File: config.mk
export PLATFORM = sky130hd
export DESIGN_NAME = rstatus_reader
export DESIGN_NICKNAME = d
export VERILOG_FILES = /design/src/rtl/rstatus_reader_pkg.sv /design/src/rtl/rstatus_reader_pend_tracker.sv /design/src/rtl/rstatus_reader.sv
export SDC_FILE = /design/constraint.sdc
export NUM_CORES = 1
export LEC_CHECK = 0
export CAP_MARGIN = 0
export CORE_ASPECT_RATIO = 1.75
export CORE_UTILIZATION = 34
export DETAILED_ROUTE_END_ITERATION = 10
export GPL_TIMING_DRIVEN = 1
export PLACE_DENSITY = 0.83
export RECOVER_POWER = 25
export SYNTH_ARGS = -nofsm -noshare
export SYNTH_HDL_FRONTEND = slang
export SYNTH_SLANG_ARGS = --single-unit
File: constraint.sdc
create_clock -name clock -period 1.23 [get_ports clock]
set_input_delay 0.246 -clock clock [delete_from_list [all_inputs] [get_ports clock]]
set_output_delay 0.246 -clock clock [all_outputs]
set_load 0.01 [all_outputs]
File: src/rtl/rstatus_reader_pkg.sv
// Shared constants and FSM state type for the $r30 (rstatus) read path.
package rstatus_reader_pkg;

  localparam logic [4:0]  STATUS_REG = 5'd30;
  localparam int unsigned PIPE_DEPTH = 3;

  localparam logic [31:0] EXC_ADD  = 32'd1;
  localparam logic [31:0] EXC_ADDI = 32'd2;
  localparam logic [31:0] EXC_SUB  = 32'd3;

  typedef enum logic [1:0] {
    ST_IDLE    = 2'd0,
    ST_WAIT    = 2'd1,
    ST_RESOLVE = 2'd2
  } bex_state_e;

  function automatic logic is_exc_code(input logic [31:0] v);
    return (v == EXC_ADD) || (v == EXC_ADDI) || (v == EXC_SUB);
  endfunction

endpackage

File: src/rtl/rstatus_reader_pend_tracker.sv
// Tracks in-flight $r30 producers (bit 0 = X, top bit = W) and provides
// the busy flag plus the same-cycle writeback bypass of rstatus.
module status_pend_tracker #(
  parameter int unsigned DEPTH = 3
) (
  input  logic        clk_i,
  input  logic        rst_i,
  input  logic        advance_i,
  input  logic        push_i,
  input  logic        commit_i,
  input  logic [31:0] wb_data_i,
  input  logic [31:0] rstatus_i,
  output logic        busy_o,
  output logic [31:0] cur_o
);

  logic [DEPTH-1:0] pend_q;
  logic [DEPTH-1:0] pend_d;
  logic [DEPTH-1:0] w_commit_mask;

  always_comb begin
    pend_d = pend_q;
    if (advance_i) begin
      pend_d = {pend_q[DEPTH-2:0], push_i};
    end
  end

  // A W-slot producer writing $r30 this cycle is already final via the bypass.
  always_comb begin
    w_commit_mask            = '0;
    w_commit_mask[DEPTH-1]   = commit_i;
  end

  assign busy_o = |(pend_q & ~w_commit_mask);
  assign cur_o  = commit_i ? wb_data_i : rstatus_i;

  always_ff @(posedge clk_i) begin
    if (rst_i) begin
      pend_q <= '0;
    end else begin
      pend_q <= pend_d;
    end
  end

endmodule

File: src/rtl/rstatus_reader.sv
// Decode-side bex resolution against the $r30 shadow register.
// Optional RSTATUS_EXC_COUNT_EN adds exc_count (saturating count of exception-code commits).
module rstatus_reader
  import rstatus_reader_pkg::*;
(
  input  logic        clock,
  input  logic        reset,
  input  logic        wb_we,
  input  logic [4:0]  wb_reg,
  input  logic [31:0] wb_data,
  input  logic        pipe_advance,
  input  logic        flush,
  input  logic        issue_valid,
  input  logic        issue_writes_stat,
  input  logic        bex_valid,
  input  logic [26:0] bex_target,
  output logic        stall,
  output logic        bex_taken,
  output logic [11:0] bex_pc,
`ifdef RSTATUS_EXC_COUNT_EN
  output logic [15:0] exc_count,
`endif
  output logic [31:0] rstatus_q
);

  bex_state_e  state_q;
  logic        bex_taken_q;
  logic [11:0] bex_pc_q;
  logic        commit;
  logic        push;
  logic        busy;
  logic [31:0] cur;
  logic        unused_target_hi;

  assign commit           = wb_we && (wb_reg == STATUS_REG);
  assign unused_target_hi = ^bex_target[26:12];

  // A bex already waiting keeps decode frozen even if bex_valid is deasserted.
  assign stall = busy && !flush && (bex_valid || (state_q == ST_WAIT));
  assign push  = issue_valid && issue_writes_stat && !stall && !flush;

  status_pend_tracker #(
    .DEPTH(PIPE_DEPTH)
  ) u_pend (
    .clk_i     (clock),
    .rst_i     (reset),
    .advance_i (pipe_advance),
    .push_i    (push),
    .commit_i  (commit),
    .wb_data_i (wb_data),
    .rstatus_i (rstatus_q),
    .busy_o    (busy),
    .cur_o     (cur)
  );

  always_ff @(posedge clock) begin
    if (reset) begin
      rstatus_q <= '0;
    end else if (commit) begin
      rstatus_q <= wb_data;
    end
  end

  always_ff @(posedge clock) begin
    if (reset) begin
      state_q     <= ST_IDLE;
      bex_taken_q <= 1'b0;
      bex_pc_q    <= '0;
    end else begin
      bex_taken_q <= 1'b0;
      // RESOLVE always drops back so the pulse is single even under a freeze.
      if (state_q == ST_RESOLVE) begin
        state_q <= ST_IDLE;
      end
      if (pipe_advance) begin
        unique case (state_q)
          ST_IDLE, ST_RESOLVE: begin
            if (bex_valid && !flush) begin
              if (busy) begin
                state_q <= ST_WAIT;
              end else begin
                state_q     <= ST_RESOLVE;
                bex_taken_q <= (cur != '0);
                bex_pc_q    <= bex_target[11:0];
              end
            end
          end
          ST_WAIT: begin
            if (flush) begin
              state_q <= ST_IDLE;
            end else if (!busy) begin
              state_q     <= ST_RESOLVE;
              bex_taken_q <= (cur != '0);
              bex_pc_q    <= bex_target[11:0];
            end
          end
          default: state_q <= ST_IDLE;
        endcase
      end
    end
  end

  assign bex_taken = bex_taken_q;
  assign bex_pc    = bex_pc_q;

`ifdef RSTATUS_EXC_COUNT_EN
  logic [15:0] exc_count_q;

  always_ff @(posedge clock) begin
    if (reset) begin
      exc_count_q <= '0;
    end else if (commit && is_exc_code(wb_data) && (exc_count_q != '1)) begin
      exc_count_q <= exc_count_q + 16'd1;
    end
  end

  assign exc_count = exc_count_q;
`endif

endmodule

Yosys cells after proc, flatten, opt, wreduce, memory -nomap -nowiden
Cells that the tools add are included.

storage, ports and cells
  register bits = 50
  bits of input ports = 72

operators by class
  bitwise gates (word level) = 3
  equal/unequal tests = 5
  reduce and logical (&&, ||, !) cells = 17
  mux-type cells = 16

operators with widths
  kind                count
  $mux 12             3
  $mux 32             1
  $reduce_bool 32->1  1
  $pmux 12 s2         1
  $mux 2              6
  $logic_and 1x1->1   7
  $eq 5x5->1 const B  1
  $ne 2x2->1 const B  2
  $pmux 2 s2          1
  $reduce_and 4->1    1
  $reduce_or 2->1     2
  $and 3x3->3         1
  $mux 1              3
  $not 3->3           1
  $reduce_or 3->1     1
  $eq 2x1->1 const B  1
  $eq 2x2->1 const B  1
  $logic_not 1->1     2
  $logic_not 2->1     1
  $pmux 1 s2          1
  $reduce_bool 2->1   1
  $logic_or 1x1->1    1
  $not 1->1           1

Logic depth before layout (Yosys ltp)
Gate-level depths: netlist of run 1.

  word-level depth = 10
  mapped depth = 6
  gate-level depth less buffers = 4

Cells and area by module
From an unflattened synthesis of run 1, not the netlist that was laid out.

unflattened totals
  cells, all modules = 257
  area total of the unflattened synthesis = 2426.1 sq um

modules (own cells, without submodules)
  module               area an instance (sq um)  cells an instance  instances  sequential area each (sq um)
  rstatus_reader       1771.7                    209                1          940.9
  status_pend_tracker  654.4                     48                 1          60.1

Least setup slack after synthesis of run 1
OpenSTA, ideal clock, no wires.

  path kind = input to output
  start point = in wb_reg[3]
  end point = out stall
  slack = -0.009 ns
  cell stages on the path = 3
  arrival time = 0.993 ns
  path through = and4b_4 -> a311o_1 -> nor2_1

on the way
  cells in the longest elaborated chain, start to end = 7

RTL lines
  item                             RTL line                           RTL
  start: declaration               rstatus_reader.sv:9                input logic [4:0] wb_reg,
  $eq 5x5->1                       rstatus_reader.sv:35               assign commit = wb_we && (wb_reg == STATUS_REG);
  $logic_and 1x1->1                rstatus_reader.sv:35
  $not 3->3                        rstatus_reader_pend_tracker.sv:34  assign busy_o = |(pend_q & ~w_commit_mask);
  $and 3x3->3                      rstatus_reader_pend_tracker.sv:34
  $reduce_or 3->1                  rstatus_reader_pend_tracker.sv:34
  $logic_and 1x1->1 (2 in series)  rstatus_reader.sv:39               assign stall = busy && !flush && (bex_valid || (state_q == ST_WAIT));
  end: declaration                 rstatus_reader.sv:17               output logic stall,

No other way between the ends.

Worst setup path after layout of run 1
  start point = reg state_q[1]
  end point = out stall

on the way
  cells in the longest elaborated chain, start to end = 3

RTL lines
  item                      RTL line              RTL
  start: declaration        rstatus_reader.sv:26  bex_state_e state_q;
  start signal: assignment  rstatus_reader.sv:66  state_q <= ST_IDLE;
  start signal: assignment  rstatus_reader.sv:73  state_q <= ST_IDLE;
  start signal: assignment  rstatus_reader.sv:80  state_q <= ST_WAIT;
  $eq 2x1->1                rstatus_reader.sv:39
  $logic_or 1x1->1          rstatus_reader.sv:39
  $logic_and 1x1->1         rstatus_reader.sv:39

No other way between the ends.

==> impl_metrics.tcl, run 1 <==
set metrics [dict create \
    slew_viol_final 0 \
    grt_pass1_vias 2331 \
    drc 0 \
    routed_wirelength_um 7260 \
    startpoint_type "flip-flop" \
    crit_chain "and2b_1 -> nor2_1 -> nor2_2 -> buf_2" \
    gp_routability_congestion 0.869 \
    cp_slowest_cell "dfxtp_2" \
    die_area_sq_um 6250 \
    finalSetupTns_ps -3180 \
    yosysWarnings 0 \
    powerDensity_nw_per_um2 847 \
    p_leak_nw 1.43 \
    hold_buffers 0 \
    vias 2364 \
    fin_skew_ps 7.04 \
    insertion_delay_ps 300 \
    dp_slack_ps -947 \
    dpl_cell_area_sq_um 3330 \
    period_needed_ps 1510 \
    maxSlewHeadroom 0.726 \
    reg2regPathDepth 7 \
    die_w_um 60.2 \
    grt_use_total 0.225 \
    htreeDepth 2 \
    final_area_sq_um 3670 \
    rows 36 \
    final_cell_mix "nand2_1, clkdlybuf4s50_1, a21oi_1" \
    power_mw 3.10 \
    cp_max_fo 2 \
    cts_tree "built" \
    syn-cell-area_sq_um 2020 \
    antenna_found_initial 0 \
    boundaryPins 118 \
    tightest_slew_ps 407 \
    end_kind "primary output" \
    peakVddDrop_mv 0.564 \
    synth.avg_cell_area_sq_um 7.90 \
    slowest_delay_ps 330 \
    ys_types 28 \
    clkTransAtPathRegs_ps 90 \
    avgViaCountPerCell 5.11 \
    die_h_um 104 \
    drt-initial-drc-count 100 \
    crit_type "reg2out" \
    fin_crit_sh 1.23 \
    nets 458 \
    endpoint "stall" \
    insertedDiodeCount 0 \
    wl_per_cell_um 15.7 \
    r2r_slack_ps -260 \
    cts_made_buffers 5 \
    syn-instance-count 255 \
    clock-sinks 50 \
    nFillCells 485 \
    rsz0062_at_grt "true" \
    r2r_start "state_q[1]" \
    clockBufferDepth 2 \
    yosysSeqAreaShare 0.497 \
    mostFrequentLayoutCell "nand2_1" \
    ant_nets 0 \
    dp_hpwl_um 4990 \
    hold_path.class "in2reg" \
    coreArea_sq_um 5630 \
    status "finished, violations left" \
    grt_max_degree 32 \
    cap_viol_max_count 0 \
    io_buffers 102 \
    postSynthNetCount 327 \
    initial_utilization 0.358 \
    critPathArrivalTime_ps 1270 \
    hold_slack_ps 166 \
    grt_pass1_wl_um 10700 \
    drtPass1Iterations 4 \
    worstSetupStartpoint "state_q[1]" \
    hold_viol 0 \
    fin_ws_ps -283 \
    drive_gt1_frac 0.271 \
    grt-ovfl-total 0 \
    cp.required_ps 980 \
    r2r-end "bex_pc[3]" \
    setup_viol 17 \
    max_freq_ghz 0.661 \
    cts_root_buf "clkbuf_8" \
    violations "setup timing" \
    ys_seq_elements 50 \
    syn_to_final_growth_pct 81.9 \
]
stage by stage:
step	std cells	util
2_1_floorplan	255	-
3_3_place_gp	450	0.592
3_5_place_dp	450	0.592
4_1_cts	461	0.617
5_1_grt	463	0.651
6_report	463	0.651
cell families (layout without fill, tap and decap cells):
group           Yosys count  after routing  synth area share
simple gates            119            119             0.275
compound gates           66             66             0.177
flops                    50             50             0.497
buf+inv                  18            150            0.0416
mux                       2              2           0.00993
registers in the layout, indices dropped and copies added (netlist names):
register       cells
rstatus_q         32
bex_taken          1
bex_pc            12
u_pend.pend_q      3
state_q            2
cell type report:
| type | instances | area [sq um] | share of cell area |
|---|---|---|---|
| Clock inverter | 1 | 5.00 | 0.00137 |
| Multi-Input combinational cell | 187 | 1150 | 0.313 |
| Timing Repair Buffer | 141 | 1300 | 0.356 |
| Sequential cell | 50 | 1020 | 0.279 |
| Tap cell | 76 | 95.1 | 0.0259 |
| Clock buffer | 7 | 86.3 | 0.0235 |
| Inverter | 1 | 3.75 | 0.00102 |
worst min-delay path by stage:
stage / startpoint / endpoint / slack [ps] / cells past startpoint
3_5_place_dp: bex_pc[5] / bex_pc[5] / 470 / 2
5_1_grt: reset / state_q[1] / 180 / 2
4_1_cts: reset / state_q[1] / 150 / 2
2_1_floorplan: wb_data[0] / rstatus_q[0] / 380 / 2
3_3_place_gp: bex_pc[0] / bex_pc[0] / 460 / 2
6_report: reset / state_q[1] / 170 / 2
layer usage:
metal | up-vias | global-route usage | wire [um]
met4 | 0 | 0.101 | 207
met5 | - | 0 | 0
met3 | 16 | 0.0336 | 301
li1 | 1154 | - | -
met2 | 84 | 0.427 | 4210
met1 | 1110 | 0.222 | 2540
cells in the mapped netlist, drive strengths merged:
| cell | count | area, sq um |
|---|---|---|
| inv | 1 | 3.75 |
| nand2 | 68 | 255 |
| buf | 9 | 50.0 |
| nand3 | 12 | 60.1 |
| nor4 | 17 | 106 |
| a311o | 1 | 10.0 |
| a21oi | 47 | 235 |
| a21o | 1 | 7.51 |
| nand2b | 2 | 12.5 |
| mux2i | 2 | 20.0 |
| nand4b | 1 | 8.76 |
| and2 | 1 | 6.26 |
| o211a | 1 | 10.0 |
| dfxtp | 50 | 1000 |
| nand4 | 4 | 25.0 |
| and2b | 2 | 15.0 |
| nor3 | 3 | 15.0 |
| nor2b | 1 | 6.26 |
| a21boi | 1 | 7.51 |
| and4b | 1 | 13.8 |
| o2111ai | 1 | 8.76 |
| o211ai | 1 | 12.5 |
| clkbuf | 8 | 30.0 |
| o21ai | 13 | 65.1 |
| nor2 | 6 | 22.5 |
| nand3b | 1 | 7.51 |
critical path: cells and delay by family, from the launching register on:
| family | cells | cell delay [ps] |
|---|---|---|
| AND/OR/NAND/NOR | 3 | 510 |
| flip-flops | 1 | 330 |
| buffers and inverters | 1 | 140 |
repair_timing:
action | 4_1_cts | 5_1_grt
resized for setup | 90 | 75
setup buffers | 2 | 1
setup endpoints to repair | 94 | 50
pin swaps | 11 | 17
cloned | 1 | 1
power by group:
| group | switching [mW] | internal (mW) |
|---|---|---|
| Clock | 0.511 | 0.455 |
| Sequential | 0.0189 | 1.64 |
| Combinational | 0.193 | 0.288 |
Note: power is estimated with default switching activity, not from simulation.
==> run 2, diff against run 1 <==
- CAP_MARGIN: 0 -> not set
==> results of run 2 <==
Same layout as run 1: the final DEF is identical, and so are final timing and power.
